## config.mk

```make
export PLATFORM = sky130hd
export DESIGN_NAME = reg_demux_writer
export DESIGN_NICKNAME = d
export VERILOG_FILES = /design/src/rtl/reg_demux_writer.sv
export SDC_FILE = /design/constraint.sdc
export NUM_CORES = 1
export LEC_CHECK = 0
export CORE_UTILIZATION = 45
export CTS_CLUSTER_DIAMETER = 80
export DETAILED_ROUTE_END_ITERATION = 12
export PLACE_DENSITY = 0.83
export SLEW_MARGIN = 20
export SYNTH_ARGS = -nofsm -noshare
export SYNTH_HDL_FRONTEND = slang
export SYNTH_SLANG_ARGS = --single-unit
```

## constraint.sdc

```tcl
create_clock -name clk -period 2.09 [get_ports clk]
set_clock_uncertainty 0.2 [all_clocks]
set_input_delay 0.627 -clock clk [delete_from_list [all_inputs] [get_ports clk]]
set_output_delay 0.627 -clock clk [all_outputs]
set_load 0.05 [all_outputs]
```

## src/rtl/reg_demux_writer.sv

```systemverilog
// reg_demux_writer
//   Write side of the 8-bit operand register bank. Decodes a 2-bit select and
//   updates one of four registers. It has two modes:
//     - load: a single-cycle write of wr_data.
//     - XOR-accumulate: a two-cycle read-modify-write (reg ^= wr_data).
//   The register outputs are direct flop outputs that feed the read-side 4:1 mux.
//
// Ports
//   clk       rising-edge system clock
//   rst_n     asynchronous active-low reset
//   clr       synchronous clear of all registers; wins over any request
//   wr_valid  write request present
//   wr_ready  request can be accepted this cycle (IDLE only)
//   wr_sel    destination select, same encoding as the read mux
//   wr_mode   0 = load, 1 = XOR-accumulate
//   wr_data   write operand
//   reg0..3   current register contents
//   wr_done   one-cycle pulse the cycle after a register is updated
module reg_demux_writer #(
  parameter int unsigned           WIDTH     = 8,
  parameter logic [WIDTH-1:0]      RESET_VAL = '0
) (
  input  logic             clk,
  input  logic             rst_n,
  input  logic             clr,
  input  logic             wr_valid,
  output logic             wr_ready,
  input  logic [1:0]       wr_sel,
  input  logic             wr_mode,
  input  logic [WIDTH-1:0] wr_data,
  output logic [WIDTH-1:0] reg0,
  output logic [WIDTH-1:0] reg1,
  output logic [WIDTH-1:0] reg2,
  output logic [WIDTH-1:0] reg3,
  output logic             wr_done
);

  typedef enum logic [0:0] {StIdle, StXorExec} state_e;

  state_e           state_q;
  logic [WIDTH-1:0] regs_q [4];
  logic [1:0]       sel_q;
  logic [WIDTH-1:0] data_q;
  logic             done_q;
  logic [1:0]       wr_idx;

  // The read mux treats wr_sel[0] as the index MSB, so swap the bits.
  assign wr_idx   = {wr_sel[0], wr_sel[1]};
  assign wr_ready = (state_q == StIdle);

  always_ff @(posedge clk or negedge rst_n) begin
    if (!rst_n) begin
      for (int i = 0; i < 4; i++) regs_q[i] <= RESET_VAL;
      state_q <= StIdle;
      sel_q   <= '0;
      data_q  <= '0;
      done_q  <= 1'b0;
    end else if (clr) begin
      // Discards a same-edge request and cancels a pending XOR.
      for (int i = 0; i < 4; i++) regs_q[i] <= RESET_VAL;
      state_q <= StIdle;
      sel_q   <= '0;
      data_q  <= '0;
      done_q  <= 1'b0;
    end else begin
      done_q <= 1'b0;
      unique case (state_q)
        StIdle: begin
          if (wr_valid) begin
            if (!wr_mode) begin
              regs_q[wr_idx] <= wr_data;
              done_q         <= 1'b1;
            end else begin
              sel_q   <= wr_idx;
              data_q  <= wr_data;
              state_q <= StXorExec;
            end
          end
        end
        StXorExec: begin
          // wr_valid is ignored here; wr_ready is low.
          regs_q[sel_q] <= regs_q[sel_q] ^ data_q;
          done_q        <= 1'b1;
          state_q       <= StIdle;
        end
        default: state_q <= StIdle;
      endcase
    end
  end

  assign reg0    = regs_q[0];
  assign reg1    = regs_q[1];
  assign reg2    = regs_q[2];
  assign reg3    = regs_q[3];
  assign wr_done = done_q;

endmodule

```

**Word-level counts from Yosys, hierarchy flattened**

Index checks and enable logic that the tools add are counted.
Widths: inputs -> output; s select.

- Output and inout port bits: 34
- Logic and storage cells: 54
- Input port bits: 15
- Register bits after elaboration: 44

- $lt $le $gt $ge: 4
- Bitwise operators: 4
- Reductions and logical operators: 6
- Multiplexer cells: 29
- Eq/ne operators: 3

Operators with widths:

| cell | number |
|---|---|
| $mux 32 | 3 |
| $bwmux 32 | 2 |
| $mux 8 | 8 |
| $pmux 32 s2 | 1 |
| $demux 8 s2 | 2 |
| $bmux 8 s2 | 1 |
| $mux 2 | 4 |
| $xor 8x8->8 | 1 |
| $ge 3x3->1 const B | 2 |
| $lt 3x1->1 const B | 2 |
| $mux 1 | 6 |
| $ne 3x3->1 const B | 2 |
| $not 2->3 | 2 |
| $pmux 1 s2 | 2 |
| $reduce_bool 2->1 | 2 |
| $reduce_and 3->1 | 1 |
| $logic_and 1x1->1 | 2 |
| $ne 2x2->1 const B | 1 |
| $reduce_and 2->1 | 1 |
| $not 1->1 | 1 |

**Longest topological paths before layout**

- Word-level depth: 10
- Gate-level depth with buffers: 5

**Worst setup path before layout**

Ideal clock, no wire load.

- Path type: in2reg
- Start: input port wr_sel[1]
- End: register regs_q (netlist bit reg2[0])
- Path slack: 0.205 ns
- Path buffers: 1
- Stages on the path: 4
- Data arrival time: 1.559 ns
- Setup time: 0.126 ns
- Data required time: 1.764 ns
- Cell sequence: nor4bb_1 > buf_2 > a221oi_4 > a221o_1

- Cells in the longest elaborated chain, start to end: 10
- Elaborated cells on any way between the ends: 11
- Those cells by class: 2 x order compare; 7 x mux; 1 x bitwise; 1 x reduce/logical

RTL lines:

| item | RTL line | RTL |
|---|---|---|
| start: declaration | 28 | `input logic [1:0] wr_sel,` |
| $not 2->3 (not written as such) * | 71 | `regs_q[wr_idx] <= wr_data;` |
| $ge 3x3->1 (not written as such) or $lt 3x1->1 (tied branches) | 71 |  |
| $logic_and 1x1->1 (not written as such) | 71 |  |
| $mux 8 (not written as such) | 71 |  |
| $demux 8 s2 * | 71 |  |
| $bwmux 32 * | 71 |  |
| $mux 32 * | 70 | `if (!wr_mode) begin` |
| $mux 32 * | 69 | `if (wr_valid) begin` |
| $pmux 32 s2 * | 67 | `unique case (state_q)` |
| $mux 32 * | 58 | `end else if (clr) begin` |
| end signal: indexed assignment | 71 |  |
| end signal: indexed assignment | 82 | `regs_q[sel_q] <= regs_q[sel_q] ^ data_q;` |
| end: declaration | 41 | `logic [WIDTH-1:0] regs_q [4];` |

Mark *: on every way between the ends. The rest lies on a longest branch, timed or not. The select of a mux whose other input is x is not followed.
A chain may end at the register's enable or synchronous reset.

**Worst setup path after layout**

- Start: input port clr
- End: register regs_q (netlist bit reg3[2])

- Cells in the longest elaborated chain, start to end: 2
- Elaborated cells on any way between the ends: 4
- Those cells by class: 2 x eq/ne; 1 x mux; 1 x reduce/logical

RTL lines:

| item | RTL line | RTL |
|---|---|---|
| start: declaration | 25 | `input logic clr,` |
| $ne 3x3->1 (no source line) | n/a |  |
| $reduce_and 2->1 (no source line) | n/a |  |

Several ways; a longest one is shown, not always the timed one.

==> metrics.md <==
| Metric | Value |
|---|---|
| FF-to-FF setup slack | `between 0.3 and 0.4 ns` |
| Sequential element share of the synthesized area | `0.473` |
| Final setup fails | `0` |
| Tot GR Track Use | `0.273` |
| Mapped Nets | `~220` |
| Hold Crit Class | `in2async` |
| First-pass DRT Iterations | `4` |
| Core area | `approximately 4800 um^2` |
| Simple-gate share of the synthesized area | `0.146` |
| Multiplexer share of the synthesized area | `0.0430` |
| Combinational share of power | `0.186` |
| Placement Setup Slack | `-0.461 ns` |
| Synth Warn # | `0` |
| Max-slew violation total from the final report | `0` |
| Vias in the first global route | `about 2100` |
| DR WL/cell | `between 15 and 20 um` |
| Detail Route Antenna Nets | `0` |
| Critical Path AT | `around 2 ns` |
| Clock sinks | `44` |
| Antenna diodes | `0` |
| Clock power share | `0.356` |
| Root Buffer | `clkbuf_8` |
| Post-synthesis instance area | `roughly 2300 um^2` |
| Tcrit/Tclk final | `0.964` |
| Largest net degree at the start of global routing | `28` |
| Placer congestion estimate | `~0.87` |
| Type of destination of the critical path | `flop` |
| Clk_lat worst skew | `between 0.3 and 0.4 ns` |
| Die Ht | `74.0 um` |
| Net Sw Frac | `0.279` |
| Pwr Density | `roughly 570 nW/um^2` |
| P_leak | `1.53 nW` |
| IO Port Bufs | `48` |
| Ys flop type | `dfrtp_1` |
| CTS clock-pin slew for the worst setup and hold paths | `0.09 ns` |
| CP Data Required Time | `~2.1 ns` |
| Crit path launch type | `input port` |
| Count of state elements after synthesis | `44` |
| Reg2Reg Launch Point | `state_q$_DFF_PN0_` |
| Initial detailed-routing violation count | `between 150 and 200` |
| Max Root-Sink Buffers | `2` |
| Rows | `25` |
| Main combinational cell family by area after synthesis | `compound AO/OA/AOI/OAI gates` |
| Final Hold Viols | `0` |
| EDFF count, synth | `0` |
| Sequential share of power | `0.458` |
| RSZ-0062 raised after global routing | `false` |
| Post-synthesis cell count | `roughly 210` |
| Internal Pwr Total | `~1.5 mW` |
| Synth Area in Compound Gates | `0.180` |
| Total Routed Length | `6.76 mm` |
| Number of fill cells in the layout | `roughly 320` |
| Reg-to-reg endpoint | `reg1[6]$_DFFE_PN0P_` |
| DRC violations left | `0` |
| Die Width | `between 70 and 80 um` |
| Nets | `293` |
| Vias | `between 1500 and 2000` |
| Final Worst Setup Slack | `about 0.076 ns` |
| Total negative slack | `0 ns` |
| Initial core utilization | `0.481` |
| H-tree lvl count | `2` |
| Core Util, Final | `0.735` |
| CTS Hold Bufs | `0` |
| Initial antenna violation count | `0` |
| P&R area growth vs syn | `53.0%` |
| CTS tree | `built` |
| Die footprint | `~5500 um^2` |
| Fmax | `497 MHz` |
| Share of layout cells above drive strength 1 | `0.315` |
| DR vias/cell | `between 5 and 6` |
| Synth cell types | `25` |
| Congestion Overflow GR | `0` |
| Crit Path Max Fanout | `8` |
| Placed wire-length estimate | `between 4 and 5 mm` |
| Syn Area/Cell | `about 11 um^2` |
| Worst slew pin tran | `~0.44 ns` |
| Status | `finished, final reports clean` |
| Relative slew margins | `0.704` |
| Adder-cell area share of the yosys netlist | `0` |
| NetSw | `0.563 mW` |
| WS Path Type | `in2reg` |
| Xor/xnor cell area share of the yosys netlist | `0.120` |
| Max Cap Viol | `0` |
| Max VDD drop | `0.444 mV` |
| Number of CTS-inserted buffers | `5` |
| Ports | `49` |
| FF-to-FF path depth | `4` |
| Minimum clock period | `between 2 and 2.5 ns` |
| Fraction of registers with async set/reset | `1.00` |
| First-pass GRT wire length | `~11 mm` |
[routing by layer]
layer	wire, um	vias up	GRT usage	share of wire
met1	2680	1001	0.339	0.40
met3	369	18	0.0501	0.055
met4	155	0	0.124	0.023
met2	3560	82	0.464	0.53
li1	-	896	-	-
met5	0	-	0	0
[cells in the final DEF (no fill, tap or decap), types with 3 or more instances in the layout]
master and instances:
clkbuf_8 6, a221o_1 32, a221oi_4 3, buf_4 32, and2_1 9, dfrtp_1 43, dlygate4sd2_1 4, clkdlybuf4s50_1 9
buf_12 34, xnor2_1 32, mux2i_1 10, nor2_1 42
[kinds of logic after synthesis]
| group | count (synthesis) |
|---|---|
| XOR/XNOR | 32 |
| multiplexers | 10 |
| AND/OR/NAND/NOR | 64 |
| flip-flops | 44 |
| buffers and inverters | 21 |
| AO/OA/AOI/OAI | 37 |
[per-stage QoR]
stage	hold slack [ns]	total power, mW	cell area, um^2	std cells
after floorplan	0.131	1.11	2330	208
after global placement	0.387	1.29	3400	336
after detailed placement	0.389	1.30	3400	336
after CTS	0.0510	2.00	3550	346
after global routing	0.0744	2.08	3560	346
final	0.0440	2.02	3560	346
[worst max-delay path by stage]
stage	slack, ns	start	end	cells past startpoint
after floorplan	0.21	wr_sel[1]	reg2[0]$_DFFE_PN0P_	4
after global placement	-0.38	wr_sel[0]	reg1[3]$_DFFE_PN0P_	6
after detailed placement	-0.46	wr_sel[0]	reg2[0]$_DFFE_PN0P_	6
after CTS	0.06	clr	reg3[2]$_DFFE_PN0P_	6
after global routing	0.02	wr_sel[0]	reg1[5]$_DFFE_PN0P_	6
final	0.08	clr	reg3[2]$_DFFE_PN0P_	6
[synthesized netlist by cell type, drive strengths merged (2+ instances only)]
library cell  instances  area [um^2]
xnor2                32          280
clkbuf               10         38.8
nor2                 43          161
nor4bb                2         20.0
inv                   2         7.51
a221o                32          320
nand4bb               2         22.5
buf                   9         43.8
dfrtp                44         1100
and2                  9         56.3
mux2i                10          100
a221oi                4         93.8
[sequential cells by signal, indices dropped and copies added, names as in the netlist]
name and flops:
state_q 1, reg0 8, reg3 8, reg2 8, sel_q 2, reg1 8, data_q 8, wr_done 1
[critical path, cell delays in order]
cell and delay [ns]:
clkdlybuf4s50_1 0.55, buf_6 0.19, nand4b_1 0.15, buf_4 0.17, nor2_1 0.06, a221o_1 0.27
[final cells by class]
class | instances | area, um^2 | area share
Inverter | 2 | 11.3 | 0.00316
Multi-Input combinational cell | 143 | 1170 | 0.329
Clock inverter | 2 | 38.8 | 0.0109
Sequential cell | 44 | 1100 | 0.309
Clock buffer | 6 | 82.6 | 0.0232
Timing Repair Buffer | 82 | 1070 | 0.301
Tap cell | 67 | 83.8 | 0.0235
[power groups by stage]
stage	clock, mW	combinational, mW	sequential (mW)
6_report	0.718	0.375	0.922
2_1_floorplan	0	0.146	0.962
5_1_grt	0.756	0.396	0.926
3_3_place_gp	0	0.356	0.935
3_5_place_dp	0	0.366	0.937
4_1_cts	0.711	0.372	0.921
[timing repair]
item	in CTS	in global routing
gates resized for setup	9	3
pin swaps	1	0
hold endpoints to repair	0	0
buffers inserted	2	0
setup endpoints to repair	33	6
(Power assumes the default switching activity.)
